==> src/rtl/eof_intermission.sv <==
// eof_intermission: CAN frame-tail sequencer driving recessive EOF, intermission and suspend fields.
// Define EOF_SUSPEND_EN to build the suspend-transmission field for error-passive transmitters.
module eof_intermission #(
  parameter int EOF_BITS = 7,
  parameter int IFS_BITS = 3,
  parameter int SUSPEND_BITS = 8,
  parameter int CNT_W = 4
) (
  input  logic             clock,
  input  logic             reset,
  input  logic             enable,
  input  logic             sample_point,
  input  logic             start_eof,
  input  logic             start_ifs,
  input  logic             is_transmitter,
  input  logic             error_passive,
  input  logic             rx_bit,
  output logic             tail_bit,
  output logic [1:0]       field,
  output logic [CNT_W-1:0] bit_counter,
  output logic             eof_complete,
  output logic             ifs_complete,
  output logic             form_error,
  output logic             overload_request,
  output logic             sof_detected,
  output logic             bus_idle
);
  localparam logic [1:0] IDLE = 2'd0, EOF = 2'd1, IFS = 2'd2, SUSP = 2'd3;
  localparam logic [CNT_W-1:0] EOF_LAST = CNT_W'(EOF_BITS - 1);
  localparam logic [CNT_W-1:0] IFS_LAST = CNT_W'(IFS_BITS - 1);
  localparam logic [CNT_W-1:0] SUSP_LAST = CNT_W'(SUSPEND_BITS - 1);
  logic [1:0] field_q, field_d;
  logic [CNT_W-1:0] cnt_q, cnt_d;
  logic [4:0] pulse_q, pulse_d;
  logic idle_q, last, dom, susp_go;
`ifdef EOF_SUSPEND_EN
  assign susp_go = is_transmitter && error_passive;
`else
  logic unused_error_passive;
  assign unused_error_passive = error_passive;
  assign susp_go = 1'b0;
`endif
  always_ff @(posedge clock) begin
    if (reset || !enable) begin
      field_q <= IDLE;
      cnt_q <= '0;
      pulse_q <= '0;
      idle_q <= 1'b1;
    end else begin
      field_q <= field_d;
      cnt_q <= cnt_d;
      pulse_q <= pulse_d;
      idle_q <= field_d == IDLE;
    end
  end
  assign last = cnt_q == (field_q == EOF ? EOF_LAST : field_q == IFS ? IFS_LAST : SUSP_LAST);
  assign dom = !rx_bit;
  // pulse vector: {eof_complete, ifs_complete, form_error, overload_request, sof_detected}
  always_comb begin
    field_d = field_q;
    cnt_d = cnt_q;
    pulse_d = '0;
    if (field_q == IDLE) begin
      field_d = start_eof ? EOF : start_ifs ? IFS : IDLE;
      cnt_d = '0;
    end else if (sample_point) begin
      cnt_d = (last || dom) ? '0 : cnt_q + 1'b1;
      case (field_q)
        EOF: begin
          field_d = dom ? IDLE : last ? IFS : EOF;
          pulse_d = {last && !dom, 1'b0, dom && (!last || is_transmitter), dom && last && !is_transmitter, 1'b0};
        end
        IFS: begin
          field_d = dom ? IDLE : !last ? IFS : susp_go ? SUSP : IDLE;
          pulse_d = {1'b0, last && !dom, 1'b0, dom && !last, dom && last};
        end
        default: begin
          field_d = (dom || last) ? IDLE : SUSP;
          pulse_d = {4'b0, dom};
        end
      endcase
    end
  end
  assign tail_bit = 1'b1;
  assign field = field_q;
  assign bit_counter = cnt_q;
  assign {eof_complete, ifs_complete, form_error, overload_request, sof_detected} = pulse_q;
  assign bus_idle = idle_q;
endmodule

==> config.mk <==
export PLATFORM = sky130hd
export DESIGN_NAME = eof_intermission
export DESIGN_NICKNAME = d
export VERILOG_FILES = /design/src/rtl/eof_intermission.sv
export SDC_FILE = /design/constraint.sdc
export NUM_CORES = 1
export LEC_CHECK = 0
export ABC_AREA = 1
export CAP_MARGIN = 25
export CORE_UTILIZATION = 41
export CTS_BUF_LIST = sky130_fd_sc_hd__clkbuf_4
export DETAILED_ROUTE_END_ITERATION = 10
export PLACE_DENSITY = 0.76
export SYNTH_ARGS = -nofsm -noshare
export SYNTH_HDL_FRONTEND = slang
export SYNTH_SLANG_ARGS = --single-unit
==> constraint.sdc <==
create_clock -name clock -period 1.41 [get_ports clock]
set_input_delay 0.423 -clock clock [delete_from_list [all_inputs] [get_ports clock]]
set_output_delay 0.423 -clock clock [all_outputs]
set_load 0.05 [all_outputs]
==> results.tsv <==
stage	metric	value	unit
sta	fin_crit_sh	106	%
drt	drt-pass1-iter-count	4	
power_and_ir_drop	finalPower	0.750	mW
critical_path	critPathMaxFanout	4	
placed_design	place_ws	-0.302	ns
drt	topRoutingLayerUsed	met4	
clock_network	cts_hold_buf	0	
critical_path	slowest_delay	0.36	ns
sta	hold_ws	0.648	ns
global_route	grt_max_degree	8	
drt	viasPerCell	4.89	
critical_path	r2r-start	field[0]$_SDFF_PP0_	
critical_path	crit_path_start_kind	register	
clock_network	clock_latency	0.27	ns
yosys	syn-num-nets	102	
clock_network	clock-sinks	12	
finish	fillers	92	
clock_network	clockRootBuffer	clkbuf_4	
yosys	syn_area_per_cell	7.51	um^2
power_and_ir_drop	ir_drop	0.734	mV
finish	final_nets	146	
clock_network	htree_levels	1	
min_path	hp-start	bit_counter[3]$_SDFFE_PP0P_	
clock_network	clk_pin_slew_worst_paths	0.08	ns
critical_path	path_buf_inv	3	
yosys	seq_area_frac_synth	36.4	%
drt	via_count	719	
placed_design	portBuffers	19	
drt	drc	0	
clock_network	cts_buffer_depth	2	
sta	fin_crit	1.50	ns
floorplanning	num_rows	14	
drt	met2_length	993	um
drt	wl	1.89	mm
clock_network	cts_buffers	3	
floorplanning	dieHeight	42.1	um
floorplanning	core	0.00151	mm^2
critical_path	worst-setup-path-type	reg2reg	
critical_path	slowest_stage	dfxtp_4	
critical_path	critPathMostFrequentCell	nand2_2	
critical_path	cp-end-kind	register	
global_route	grt_pass1_wl	2.95	mm
flow_run	drv_cap	0	
sta	fin_setup_tns	-0.488	ns
yosys	synthDistinctLibCells	21	
floorplanning	die_w	42.1	um
critical_path	critPathArrivalTime	1.66	ns
finish	layout-drive-gt1-share	51.1	%
sta	rsz0062_at_grt	yes	
drt	routedWlPerCell	12.9	um
critical_path	cp.required	1.57	ns
floorplanning	io-pin-count	22	
sta	fin_skew	0.00572	ns
clock_network	tritoncts	done	
min_path	hold_path.class	reg2reg	
finish	fin_util	83.0	%
drt	drtAntennaViolNets	0	
drt	met1_length	812	um
outcome	outcome	finished, violations left	
floorplanning	initial_core_util	43.9	%
sta	setup_slack	-0.0899	ns
global_route	gr-usage-all-layers	21.9	%
sta	finalMaxSlewViolations	0	
sta	hold_viol_final	0	
critical_path	crit_family	simple AND/OR/NAND/NOR gates	
finish	final_cell_count_no_fill	147	
drt	route.met3.wl	73	um
placed_design	dp_hpwl	1.19	mm
drt	drt_iter0_drc	12	
global_route	first_global_vias	717	
yosys	postSynthCellCount	88	
global_route	globalRouteOverflowTotal	0	
critical_path	cp_cell_sequence	inv_4 > ha_4 > buf_4 > nand2_2 > inv_1 > nand4_1 > nand3_2 > nand2_2 > nand2_2 > o21bai_2	
power_and_ir_drop	total_leakage_power	0.557	nW
placed_design	place_congestion	0.817	
global_route	antenna_found_initial	0	
power_and_ir_drop	power_density	600	mW/mm^2
yosys	syn_area	661	um^2
yosys	yosysWarnings	0	
sta	setup_violations	11	
finish	n_antenna_cell	0	
finish	syn2layout_area_growth	89.2	%
yosys	synth_seq_cells	12	
critical_path	setup.worst_path.start	field[0]$_SDFF_PP0_	
sta	fmax	667	MHz
outcome	violations	setup timing	
finish	fin_area	0.00125	mm^2
floorplanning	die_area	0.00178	mm^2
placed_design	placedCellCount	138	
placed_design	placed_area	0.00113	mm^2
-- repair_timing --
action,CTS,global route
buffers inserted,3,2
pin swaps,7,12
resized for setup,8,9
cloned,0,0
endpoints found under the setup margin,8,13
-- power breakdown --
group	switching (mW)	total, mW	internal, mW
sequential	0.00500	0.347	0.342
clock	0.117	0.219	0.102
combinational	0.0964	0.185	0.0884
total	0.218	0.750	0.532
-- layout by cell type, fill, tap and decap left out, drive strengths merged --
cell type      instances
xor2                   2
nand2                 21
inv                   11
nand4                  2
conb                   1
buf                   33
ha                     5
clkbuf                 3
nand3                  6
a21oi                  6
nor2                  13
a211oi                 1
clkinv                 1
nor3                   4
or2                    2
o21bai                 1
clkdlybuf4s50          7
dfxtp                 12
-- Yosys cell counts --
cell type,number,area (um^2)
a211oi_2,1,12.5
a21oi_1,5,25.0
a21oi_2,1,8.76
buf_4,1,7.51
conb_1,1,3.75
dfxtp_1,12,240
ha_1,5,62.6
inv_1,11,41.3
nand2_1,20,75.1
nand2_4,1,11.3
nand3_1,6,30.0
nand4_1,2,12.5
nor2_1,10,37.5
nor2_2,2,12.5
nor2_4,1,11.3
nor3_1,3,15.0
nor3_2,1,10.0
o21bai_2,1,11.3
or2_1,1,6.26
or2_4,1,8.76
xor2_1,2,17.5
-- routing by layer --
| metal | up-vias | GRT usage, % |
|---|---|---|
| met5 | - | 0 |
| met3 | 2 | 5.17 |
| met1 | 330 | 26.5 |
| met4 | 0 | 9.38 |
| li1 | 366 | - |
| met2 | 21 | 36.9 |
-- state kept, by name, summed over array words and instances (netlist names) --
name / cells
bit_counter: 4
field: 2
pulse_q: 5
bus_idle: 1
-- worst reg2reg max path, stage by stage (launching register included) --
cell and delay [ns]:
dfxtp_4 0.36, inv_4 0.04, ha_4 0.29, buf_4 0.13
nand2_2 0.06, inv_1 0.07, nand4_1 0.14, nand3_2 0.11
nand2_2 0.07, nand2_2 0.06, o21bai_2 0.05
-- area by class of cell --
| class | instances | area [um^2] | area share (%) |
|---|---|---|---|
| well taps | 16 | 20.0 | 1.60 |
| repair buffers | 40 | 468 | 37.4 |
| clock inverters | 1 | 3.75 | 0.300 |
| clock buffers | 3 | 22.5 | 1.80 |
| flip-flops and latches | 12 | 249 | 19.9 |
| multi-input cells | 64 | 440 | 35.2 |
| inverters | 11 | 46.3 | 3.70 |
-- cell families (layout without fill, tap and decap cells) --
group	count (synthesis)	after routing	share of synthesized area (%)
simple gates	48	48	34.8
flops	12	12	36.4
buf+inv	12	55	7.39
compound gates	8	8	8.71
fa+ha+maj	5	5	9.47
xor+xnor	2	2	2.65
other cells	1	1	0.568
-- final timing paths --
| check | to | slack, ns | depth (start not counted) |
|---|---|---|---|
| worst min-delay path | bit_counter[3]$_SDFFE_PP0P_ | 0.65 | 3 |
| worst max-delay path | bus_idle$_SDFF_PP1_ | -0.09 | 10 |
| worst max register to register | bus_idle$_SDFF_PP1_ | -0.09 | 10 |
| worst min register to register | bit_counter[3]$_SDFFE_PP0P_ | 0.65 | 3 |
Power figures use the tool's default switching activity.
